--- config.mk ---
export PLATFORM = sky130hd
export DESIGN_NAME = id_stage
export DESIGN_NICKNAME = d
export VERILOG_FILES = /design/src/rtl/id_stage.sv
export SDC_FILE = /design/constraint.sdc
export NUM_CORES = 2
export LEC_CHECK = 0
export CAP_MARGIN = 20
export CORE_ASPECT_RATIO = 1.5
export CORE_MARGIN = 2
export CORE_UTILIZATION = 40
export CTS_BUF_LIST = sky130_fd_sc_hd__clkbuf_4
export DETAILED_ROUTE_END_ITERATION = 12
export GPL_ROUTABILITY_DRIVEN = 0
export REMOVE_ABC_BUFFERS = 1
export SLEW_MARGIN = 5
export SYNTH_ARGS = -nofsm -noshare
export SYNTH_HDL_FRONTEND = slang
export SYNTH_SLANG_ARGS = --single-unit
--- constraint.sdc ---
create_clock -name clk -period 103.8 [get_ports clk]
set_input_delay 25.95 -clock clk [delete_from_list [all_inputs] [get_ports clk]]
set_output_delay 25.95 -clock clk [all_outputs]
set_load 0.005 [all_outputs]
--- src/rtl/id_stage.sv ---
`default_nettype none
// ============================================================================
// Module      : id_stage
// Description : RV32I/RV32E instruction-decode stage. Holds the architectural
//               register file (with optional write-back bypass), decodes the
//               incoming instruction, sign-extends its immediate and registers
//               the results into the ID/EX pipeline register. Valid/ready
//               handshake on both sides; one bubble on load-use hazards.
// Revision    : 1.0 - initial release
// ============================================================================
module id_stage #(
  parameter int XLEN     = 32,
  parameter int NUM_REGS = 32,
  parameter int BYPASS   = 1
) (
  input  logic            clk,
  input  logic            rst,
  // IF side
  input  logic            if_valid_i,
  output logic            if_ready_o,
  input  logic [31:0]     instr_i,
  input  logic [XLEN-1:0] pc_i,
  input  logic            flush_i,
  // write-back port
  input  logic            wb_we_i,
  input  logic [4:0]      wb_rd_i,
  input  logic [XLEN-1:0] wb_data_i,
  // EX side
  output logic            id_valid_o,
  input  logic            ex_ready_i,
  output logic [XLEN-1:0] pc_o,
  output logic [XLEN-1:0] rs1_data_o,
  output logic [XLEN-1:0] rs2_data_o,
  output logic [XLEN-1:0] imm_o,
  output logic [4:0]      rs1_o,
  output logic [4:0]      rs2_o,
  output logic [4:0]      rd_o,
  output logic [6:0]      opcode_o,
  output logic [2:0]      funct3_o,
  output logic [6:0]      funct7_o,
  output logic            illegal_o
);

  // Register index width, derived from the register count.
  localparam int RAW = $clog2(NUM_REGS);

  // RV32I base opcodes.
  localparam logic [6:0] c_OP_LUI    = 7'b0110111;
  localparam logic [6:0] c_OP_AUIPC  = 7'b0010111;
  localparam logic [6:0] c_OP_JAL    = 7'b1101111;
  localparam logic [6:0] c_OP_JALR   = 7'b1100111;
  localparam logic [6:0] c_OP_BRANCH = 7'b1100011;
  localparam logic [6:0] c_OP_LOAD   = 7'b0000011;
  localparam logic [6:0] c_OP_STORE  = 7'b0100011;
  localparam logic [6:0] c_OP_IMM    = 7'b0010011;
  localparam logic [6:0] c_OP_REG    = 7'b0110011;
  localparam logic [6:0] c_OP_FENCE  = 7'b0001111;
  localparam logic [6:0] c_OP_SYSTEM = 7'b1110011;

  // --------------------------------------------------------------------------
  // Instruction fields
  // --------------------------------------------------------------------------
  logic [6:0] w_opcode;
  logic [4:0] w_rd;
  logic [2:0] w_funct3;
  logic [4:0] w_rs1;
  logic [4:0] w_rs2;
  logic [6:0] w_funct7;

  assign w_opcode = instr_i[6:0];
  assign w_rd     = instr_i[11:7];
  assign w_funct3 = instr_i[14:12];
  assign w_rs1    = instr_i[19:15];
  assign w_rs2    = instr_i[24:20];
  assign w_funct7 = instr_i[31:25];

  // --------------------------------------------------------------------------
  // Decode
  // --------------------------------------------------------------------------
  logic            w_fmt_i;
  logic            w_fmt_s;
  logic            w_fmt_b;
  logic            w_fmt_u;
  logic            w_fmt_j;
  logic            w_op_known;
  logic            w_rs1_used;
  logic            w_rs2_used;
  logic            w_rd_used;
  logic            w_e_bad;
  logic            w_illegal;
  logic [31:0]     w_imm32;
  logic [XLEN-1:0] w_imm;

  // Classify the opcode into its immediate format and check it is known.
  always_comb begin
    w_fmt_i    = 1'b0;
    w_fmt_s    = 1'b0;
    w_fmt_b    = 1'b0;
    w_fmt_u    = 1'b0;
    w_fmt_j    = 1'b0;
    w_op_known = 1'b1;
    case (w_opcode)
      c_OP_IMM, c_OP_LOAD, c_OP_JALR, c_OP_SYSTEM: w_fmt_i = 1'b1;
      c_OP_STORE:                                  w_fmt_s = 1'b1;
      c_OP_BRANCH:                                 w_fmt_b = 1'b1;
      c_OP_LUI, c_OP_AUIPC:                        w_fmt_u = 1'b1;
      c_OP_JAL:                                    w_fmt_j = 1'b1;
      c_OP_REG, c_OP_FENCE:                        w_op_known = 1'b1;
      default:                                     w_op_known = 1'b0;
    endcase
  end

  // Assemble the 32-bit immediate for the detected format.
  always_comb begin
    w_imm32 = '0;
    if (w_fmt_i) begin
      w_imm32 = {{20{instr_i[31]}}, instr_i[31:20]};
    end else if (w_fmt_s) begin
      w_imm32 = {{20{instr_i[31]}}, instr_i[31:25], instr_i[11:7]};
    end else if (w_fmt_b) begin
      w_imm32 = {{19{instr_i[31]}}, instr_i[31], instr_i[7],
                 instr_i[30:25], instr_i[11:8], 1'b0};
    end else if (w_fmt_u) begin
      w_imm32 = {instr_i[31:12], 12'b0};
    end else if (w_fmt_j) begin
      w_imm32 = {{11{instr_i[31]}}, instr_i[31], instr_i[19:12],
                 instr_i[20], instr_i[30:21], 1'b0};
    end
  end

  // Extend to the datapath width keeping the sign.
  assign w_imm = XLEN'($signed(w_imm32));

  // Register operand usage: U/J carry no sources, I carries only rs1, and
  // stores/branches do not write a destination.
  assign w_rs1_used = !(w_fmt_u || w_fmt_j);
  assign w_rs2_used = !(w_fmt_i || w_fmt_u || w_fmt_j);
  assign w_rd_used  = !(w_fmt_s || w_fmt_b);

  // RV32E only has x0..x15, so any used index with bit 4 set is illegal.
  assign w_e_bad = (NUM_REGS == 16) &&
                   ((w_rs1_used && w_rs1[4]) ||
                    (w_rs2_used && w_rs2[4]) ||
                    (w_rd_used  && w_rd[4]));

  assign w_illegal = !w_op_known || (instr_i[1:0] != 2'b11) || w_e_bad;

  // --------------------------------------------------------------------------
  // Register file
  // --------------------------------------------------------------------------
  logic [XLEN-1:0] r_rf [NUM_REGS];
  logic            w_wb_fire;
  logic [4:0]      w_src_idx  [2];
  logic [XLEN-1:0] w_src_data [2];

  assign w_wb_fire = wb_we_i && (wb_rd_i != 5'd0) && (int'(wb_rd_i) < NUM_REGS);

  // Write-back into the register file; x0 is never written.
  always_ff @(posedge clk or posedge rst) begin
    if (rst) begin
      for (int i = 0; i < NUM_REGS; i++) begin
        r_rf[i] <= '0;
      end
    end else if (w_wb_fire) begin
      r_rf[wb_rd_i[RAW-1:0]] <= wb_data_i;
    end
  end

  assign w_src_idx[0] = w_rs1;
  assign w_src_idx[1] = w_rs2;

  // Combinational source reads: x0 and out-of-range indices read 0, and a
  // same-cycle write-back to the source is forwarded when bypass is enabled.
  always_comb begin
    for (int p = 0; p < 2; p++) begin
      w_src_data[p] = '0;
      if ((w_src_idx[p] != 5'd0) && (int'(w_src_idx[p]) < NUM_REGS)) begin
        if ((BYPASS != 0) && wb_we_i && (wb_rd_i == w_src_idx[p])) begin
          w_src_data[p] = wb_data_i;
        end else begin
          w_src_data[p] = r_rf[w_src_idx[p][RAW-1:0]];
        end
      end
    end
  end

  // --------------------------------------------------------------------------
  // Handshake and load-use hazard
  // --------------------------------------------------------------------------
  logic            r_valid;
  logic [XLEN-1:0] r_pc;
  logic [XLEN-1:0] r_rs1_data;
  logic [XLEN-1:0] r_rs2_data;
  logic [XLEN-1:0] r_imm;
  logic [4:0]      r_rs1;
  logic [4:0]      r_rs2;
  logic [4:0]      r_rd;
  logic [6:0]      r_opcode;
  logic [2:0]      r_funct3;
  logic [6:0]      r_funct7;
  logic            r_illegal;
  logic            w_load_en;
  logic            w_hazard;

  assign w_load_en = !r_valid || ex_ready_i;

  // A load sitting in ID/EX whose destination feeds a source of the incoming
  // instruction cannot be forwarded in time, so one bubble is inserted.
  assign w_hazard = r_valid && (r_opcode == c_OP_LOAD) && (r_rd != 5'd0) &&
                    ((w_rs1_used && (w_rs1 == r_rd)) ||
                     (w_rs2_used && (w_rs2 == r_rd)));

  assign if_ready_o = w_load_en && !w_hazard;

  // ID/EX pipeline register: flush squashes, a hazard bubbles, otherwise an
  // accepted instruction loads when EX can take the current contents.
  always_ff @(posedge clk or posedge rst) begin
    if (rst) begin
      r_valid    <= 1'b0;
      r_pc       <= '0;
      r_rs1_data <= '0;
      r_rs2_data <= '0;
      r_imm      <= '0;
      r_rs1      <= '0;
      r_rs2      <= '0;
      r_rd       <= '0;
      r_opcode   <= '0;
      r_funct3   <= '0;
      r_funct7   <= '0;
      r_illegal  <= 1'b0;
    end else if (flush_i) begin
      r_valid <= 1'b0;
    end else if (w_load_en) begin
      if (w_hazard) begin
        r_valid <= 1'b0;
      end else begin
        r_valid <= if_valid_i;
        if (if_valid_i) begin
          r_pc       <= pc_i;
          r_rs1_data <= w_src_data[0];
          r_rs2_data <= w_src_data[1];
          r_imm      <= w_imm;
          r_rs1      <= w_rs1;
          r_rs2      <= w_rs2;
          r_rd       <= w_rd;
          r_opcode   <= w_opcode;
          r_funct3   <= w_funct3;
          r_funct7   <= w_funct7;
          r_illegal  <= w_illegal;
        end
      end
    end
  end

  assign id_valid_o = r_valid;
  assign pc_o       = r_pc;
  assign rs1_data_o = r_rs1_data;
  assign rs2_data_o = r_rs2_data;
  assign imm_o      = r_imm;
  assign rs1_o      = r_rs1;
  assign rs2_o      = r_rs2;
  assign rd_o       = r_rd;
  assign opcode_o   = r_opcode;
  assign funct3_o   = r_funct3;
  assign funct7_o   = r_funct7;
  assign illegal_o  = r_illegal;

endmodule
`default_nettype wire
Yosys cells after proc, flatten, opt, wreduce, memory -nomap -nowiden --
Index checks and enable logic that the tools add are counted.
Storage, ports and cells: memories 0, input bits 107, latch bits 0, output and inout bits 163, word-level logic and storage cells 127, bits in writable memories 0, ROM bits 0, bits in registers 1186
Operators by class: magnitude comparators 4, equal/unequal tests 17, bitwise logic cells 5, multiplexer cells 27, multiply operators 0, $add $sub $neg 0, shift-type cells 0, reductions and logical operators 30, div/mod/pow operators 0
Operators with widths (number):
- bitwise mux 1024 bit | 1
- two-way mux 32 bit | 14
- binary-select mux 32 bit (select 5 bit) | 2
- demux 32 bit (select 5 bit) | 1
- equality test 7 bit (second input constant) | 4
- equality test 7 x 6 -> 1 bit (second input constant) | 3
- equality test 5 bit | 4
- nonzero test 5 bit | 4
- greater-or-equal comparator 6 bit (second input constant) | 3
- NOT 5 -> 6 bit | 3
- equality test 7 x 2 -> 1 bit (second input constant) | 2
- equality test 7 x 5 -> 1 bit (second input constant) | 2
- OR reduction 11 bit | 1
- logical AND 1 bit | 10
- two-way mux 1 bit | 9
- equality test 7 x 4 -> 1 bit (second input constant) | 1
- logical OR 1 bit | 6
- < comparator 6 x 1 -> 1 bit (second input constant) | 1
- logical NOT 1 bit | 5
- AND reduction 4 bit | 1
- OR reduction 4 bit | 1
- != test 2 bit (second input constant) | 1
- NOT 1 bit | 2
- nonzero test 2 bit | 1
- OR reduction 2 bit | 1

Logic depth before layout (Yosys ltp) --
depth after elaboration 12, mapped depth 11, depth with buffers taken out 6

Worst setup path after synthesis --
OpenSTA, ideal clock, no wires.
path kind input port to output port, from input instr_i[4], to output if_ready_o, cell stages on the path 6, required time 77.850 ns, arrival 27.144 ns, setup slack 50.706 ns, path buffers 1, path through buf_2 nand4b_1 a31oi_1 or4_4 o21a_1 o21a_1
On the way: word-level cells in the longest chain between the ends 11, elaborated cells on any way between the ends 23, classes of those cells 7 x eq/ne; 3 x mux; 13 x reduce/logical
RTL lines:
- start, declared | line 21 | input logic [31:0] instr_i,
- equality test 7 x 5 -> 1 bit (tied with other cells) | line 102 | case (w_opcode)
- OR reduction 4 bit or OR reduction 2 bit (tied branches)
- two-way mux 1 bit | line 102
- logical OR 1 bit (2 in series) | line 137 | assign w_rs2_used = !(w_fmt_i || w_fmt_u || w_fmt_j);
- logical NOT 1 bit | line 137
- logical AND 1 bit | line 211 | (w_rs2_used && (w_rs2 == r_rd)));
- logical OR 1 bit (*) | line 210 | ((w_rs1_used && (w_rs1 == r_rd)) ||
- logical AND 1 bit (*) | line 209 | assign w_hazard = r_valid && (r_opcode == c_OP_LOAD) && (r_rd != 5'd0) &&
- logical NOT 1 bit (*) | line 213 | assign if_ready_o = w_load_en && !w_hazard;
- logical AND 1 bit (*) | line 213
- end, declared | line 20 | output logic if_ready_o,
Mark *: on every way between the ends. The rest lies on a longest branch, timed or not.

Worst setup path after layout --
from input instr_i[2], to output if_ready_o
The elaborated chain is that of the path after synthesis.

==> summary.md <==
| Metric | Value |
|---|---|
| Status | complete, no violations |
| Leak | 29.8 nW |
| Worst hold path class | reg2reg |
| Post-route ant nets | 0 |
| Most Crowded Layer GR | met2 |
| Die ar. | ~150000 um2 |
| Peak Freq | 0.0183 GHz |
| Combinational family with the most area after synthesis | multiplexers |
| Initial antenna violation count | 5 |
| CP startpoint kind | input pin |
| Post-layout nets | between 4000 and 5000 |
| CP Class | in2out |
| Pre-antenna DRT Iters | 7 |
| Met1 Track Usage GR | 30.3% |
| Post-synthesis compound-gate area fraction | roughly 3.8% |
| Die X | about 320 um |
| Clk sinks | 1186 |
| Final HPWL DP | around 110000 um |
| Synth unique cells | between 50 and 60 |
| Final Max Slew Viols | 0 |
| TNS Setup | 0 ps |
| Final WS setup | 49230 ps |
| Post_cts resized | 0 |
| Adder-cell share of the synthesized area | 0% |
| Slew Limit Headroom | around a quarter |
| Via count | approximately 40000 |
| Netlist Area Pre-Place | 60700 um2 |
| Max-cap violations | 0 |
| Syn Area/Cell | between 10 and 15 um2 |
| Warnings from Yosys | 0 |
| First-pass GRT wire length | around 280000 um |
| Worst-path fanout max | 11 |
| Max Root-Sink Buffers | 4 |
| Routed len/inst | 29.4 um |
| Seq/Total Area, Yosys | 48.9% |
| Dominant cell type by area after synthesis | dfrtp_1 |
| Mux share of post-synthesis cell area | roughly two fifths |
| DRC errors left | 0 |
| Fin crit share | between 50% and 60% |
| Gr ovfl total | 0 |
| PwrDens | approximately 18 nW/um2 |
| Setup crit end kind | primary output |
| Finish-stage setup viols | 0 |
| XOR/XNOR Fraction of Synth Area | less than 1% |
| Core footprint | around 150000 um2 |
| Fraction of layout cells with a size suffix above 1 | a little under half |
| Largest cells by area after synthesis | dfrtp_1 (49%), mux4_2 (20%), mux2_2 (18%) |
| Row cnt | between 150 and 200 |
| Top cell type's share of synthesized area | roughly half |
| Met3 Usage GRT | between 5 and 6% |
| Root Driver | clkbuf_4 |
| Final hold viol count | 0 |
| Vias/cell | between 6 and 7 |
| I/O pin cnt | 270 |
| CTS HTree Levels | 5 |
| Clock latency at the later pin of the worst-skew pair | approximately 1300 ps |
| Mapped Cells | 4151 |
| Crit path DAT | between 20000 and 30000 ps |
| Hold Path Depth | 0 |
| Critical path required time | roughly 78000 ps |
| Seq cells post-synth | roughly 1200 |
| Setup Skew | ~100 ps |
| Initial Util | between 40% and 50% |
| GRT Util Overall | between 20 and 25% |
| First DRT Iteration DRCs | approximately 2900 |
| CTS clk-pin slew, worst paths | about 60 ps |
| Main synth FF type | dfrtp_1 |
| Slew @ Worst Pin | between 1000 and 1500 ps |
| Dpl ws | a little under 50000 ps |
| Syn-to-layout area delta | 13.7% |
| # port buffers | 269 |
| Count leader, synth | dfrtp_1 |
| Number of global-route vias before repair | around 42000 |
| FF-to-FF path depth | 7 |
| CTS tree | built |
| Hold_buf cts | 0 |
| Met2 GRT Util | 43.1% |
| Largest net degree at the start of global routing | roughly 180 |
| Die Ht | between 400 and 500 um |
| Final min period | about 55000 ps |
| Setup repair bufs after CTS | 0 |
| Total Routed Length | approximately 190000 um |
| Num CTS Buffers | around 310 |
| FFs w/ async S/R, synth | between 90% and 100% |
| Commonest cells in the synthesized netlist | dfrtp_1 (1186), mux2_2 (994), mux4_2 (551), nand2_1 (364), clkbuf_1 (255) |
| Simple logic cell fraction of the synthesized area | 3.90% |
| Worst VDD drop | ~0.000014 V |
| EDFF count, synth | 0 |
| RSZ-0062 raised after global routing | no |
==> cell families after synthesis <==
group / Yosys count
buf+inv: 453
compound gates: 325
flops: 1186
simple gates: 560
xor+xnor: 20
mux: 1607
==> per-layer routing <==
metal	wire length, um	vias up
met5	27	-
met1	75100	21361
met4	7900	4
li1	-	16473
met3	11100	427
met2	98200	1372
==> per-stage QoR <==
step / cells / power, mW / area (um2) / hold slack [ps] / util (%)
after floorplan: 3703 / 0.783 / 58800 / 365 / -
final: 6542 / 1.27 / 69000 / 395 / 45.7
after detailed placement: 6010 / 0.889 / 64900 / 383 / 43.0
after global routing: 6542 / 1.34 / 69000 / 410 / 45.7
after CTS: 6501 / 1.28 / 68500 / 398 / 45.3
after global placement: 6008 / 0.877 / 64900 / 376 / 43.0
==> flip-flops by register name (all words and copies together) (netlist names) <==
name and count:
r_rf 1024, imm_o 32, pc_o 32, rs1_data_o 32, rs2_data_o 32, funct7_o 7, opcode_o 7, rd_o 5
rs1_o 5, rs2_o 5, funct3_o 3, id_valid_o 1, illegal_o 1
==> final timing paths <==
| path | from | slack, ps | end |
|---|---|---|---|
| min in group asynchronous | rst | 25140 | pc_o[1] |
| setup / recovery | instr_i[2] | 49230 | if_ready_o |
| max in group asynchronous | rst | 73750 | rs1_data_o[20] |
| setup reg to reg | rd_o[1] | 100120 | rs1_data_o[11] |
| hold / removal | r_rf[1017] | 400 | r_rf[1017] |
| hold reg to reg | r_rf[1017] | 400 | r_rf[1017] |
==> critical path, stage by stage <==
cell and delay (ps):
clkdlybuf4s50_1 670, nand4_1 270, o22ai_1 790, or2_1 300, o21a_1 130, clkdlybuf4s50_1 500
==> power breakdown <==
part	switching (mW)	internal, mW	leakage (nW)
Clock	0.194	0.195	2.14
Sequential	0.0604	0.549	15.2
Combinational	0.105	0.168	12.4
==> layout by cell type, fill, tap and decap left out, types with 8 or more instances in the layout <==
cell,netlist,routed
mux2i_1,62,62
a2111oi_0,9,9
diode_2,0,13
clkdlybuf4s50_1,0,262
o31ai_1,27,27
a22o_1,23,23
nor2_1,87,68
a31oi_1,20,20
nor2_4,0,19
xnor2_1,10,10
o211ai_1,32,32
a21oi_1,22,22
buf_4,19,84
and3_1,11,11
dfrtp_1,1186,1186
mux2_2,994,994
o2111ai_1,12,12
xor2_1,10,10
nand2_1,364,346
mux4_2,551,551
clkinv_1,3,45
nand3b_1,8,8
nand2_2,0,18
o221ai_1,10,10
clkbuf_4,0,439
nand3_1,44,43
buf_8,0,27
a22oi_1,93,93
o21ai_0,30,30
o22ai_1,33,33
==> layout make-up <==
class,instances,area [um2]
inverter,5,26.3
timing repair buffer,388,3990
multi-input combinational,2512,29300
clock inverter,52,229
sequential,1186,29700
antenna,13,32.5
fill,13502,82100
clock buffer,439,3300
tap,1947,2440
(Power assumes the default switching activity.)
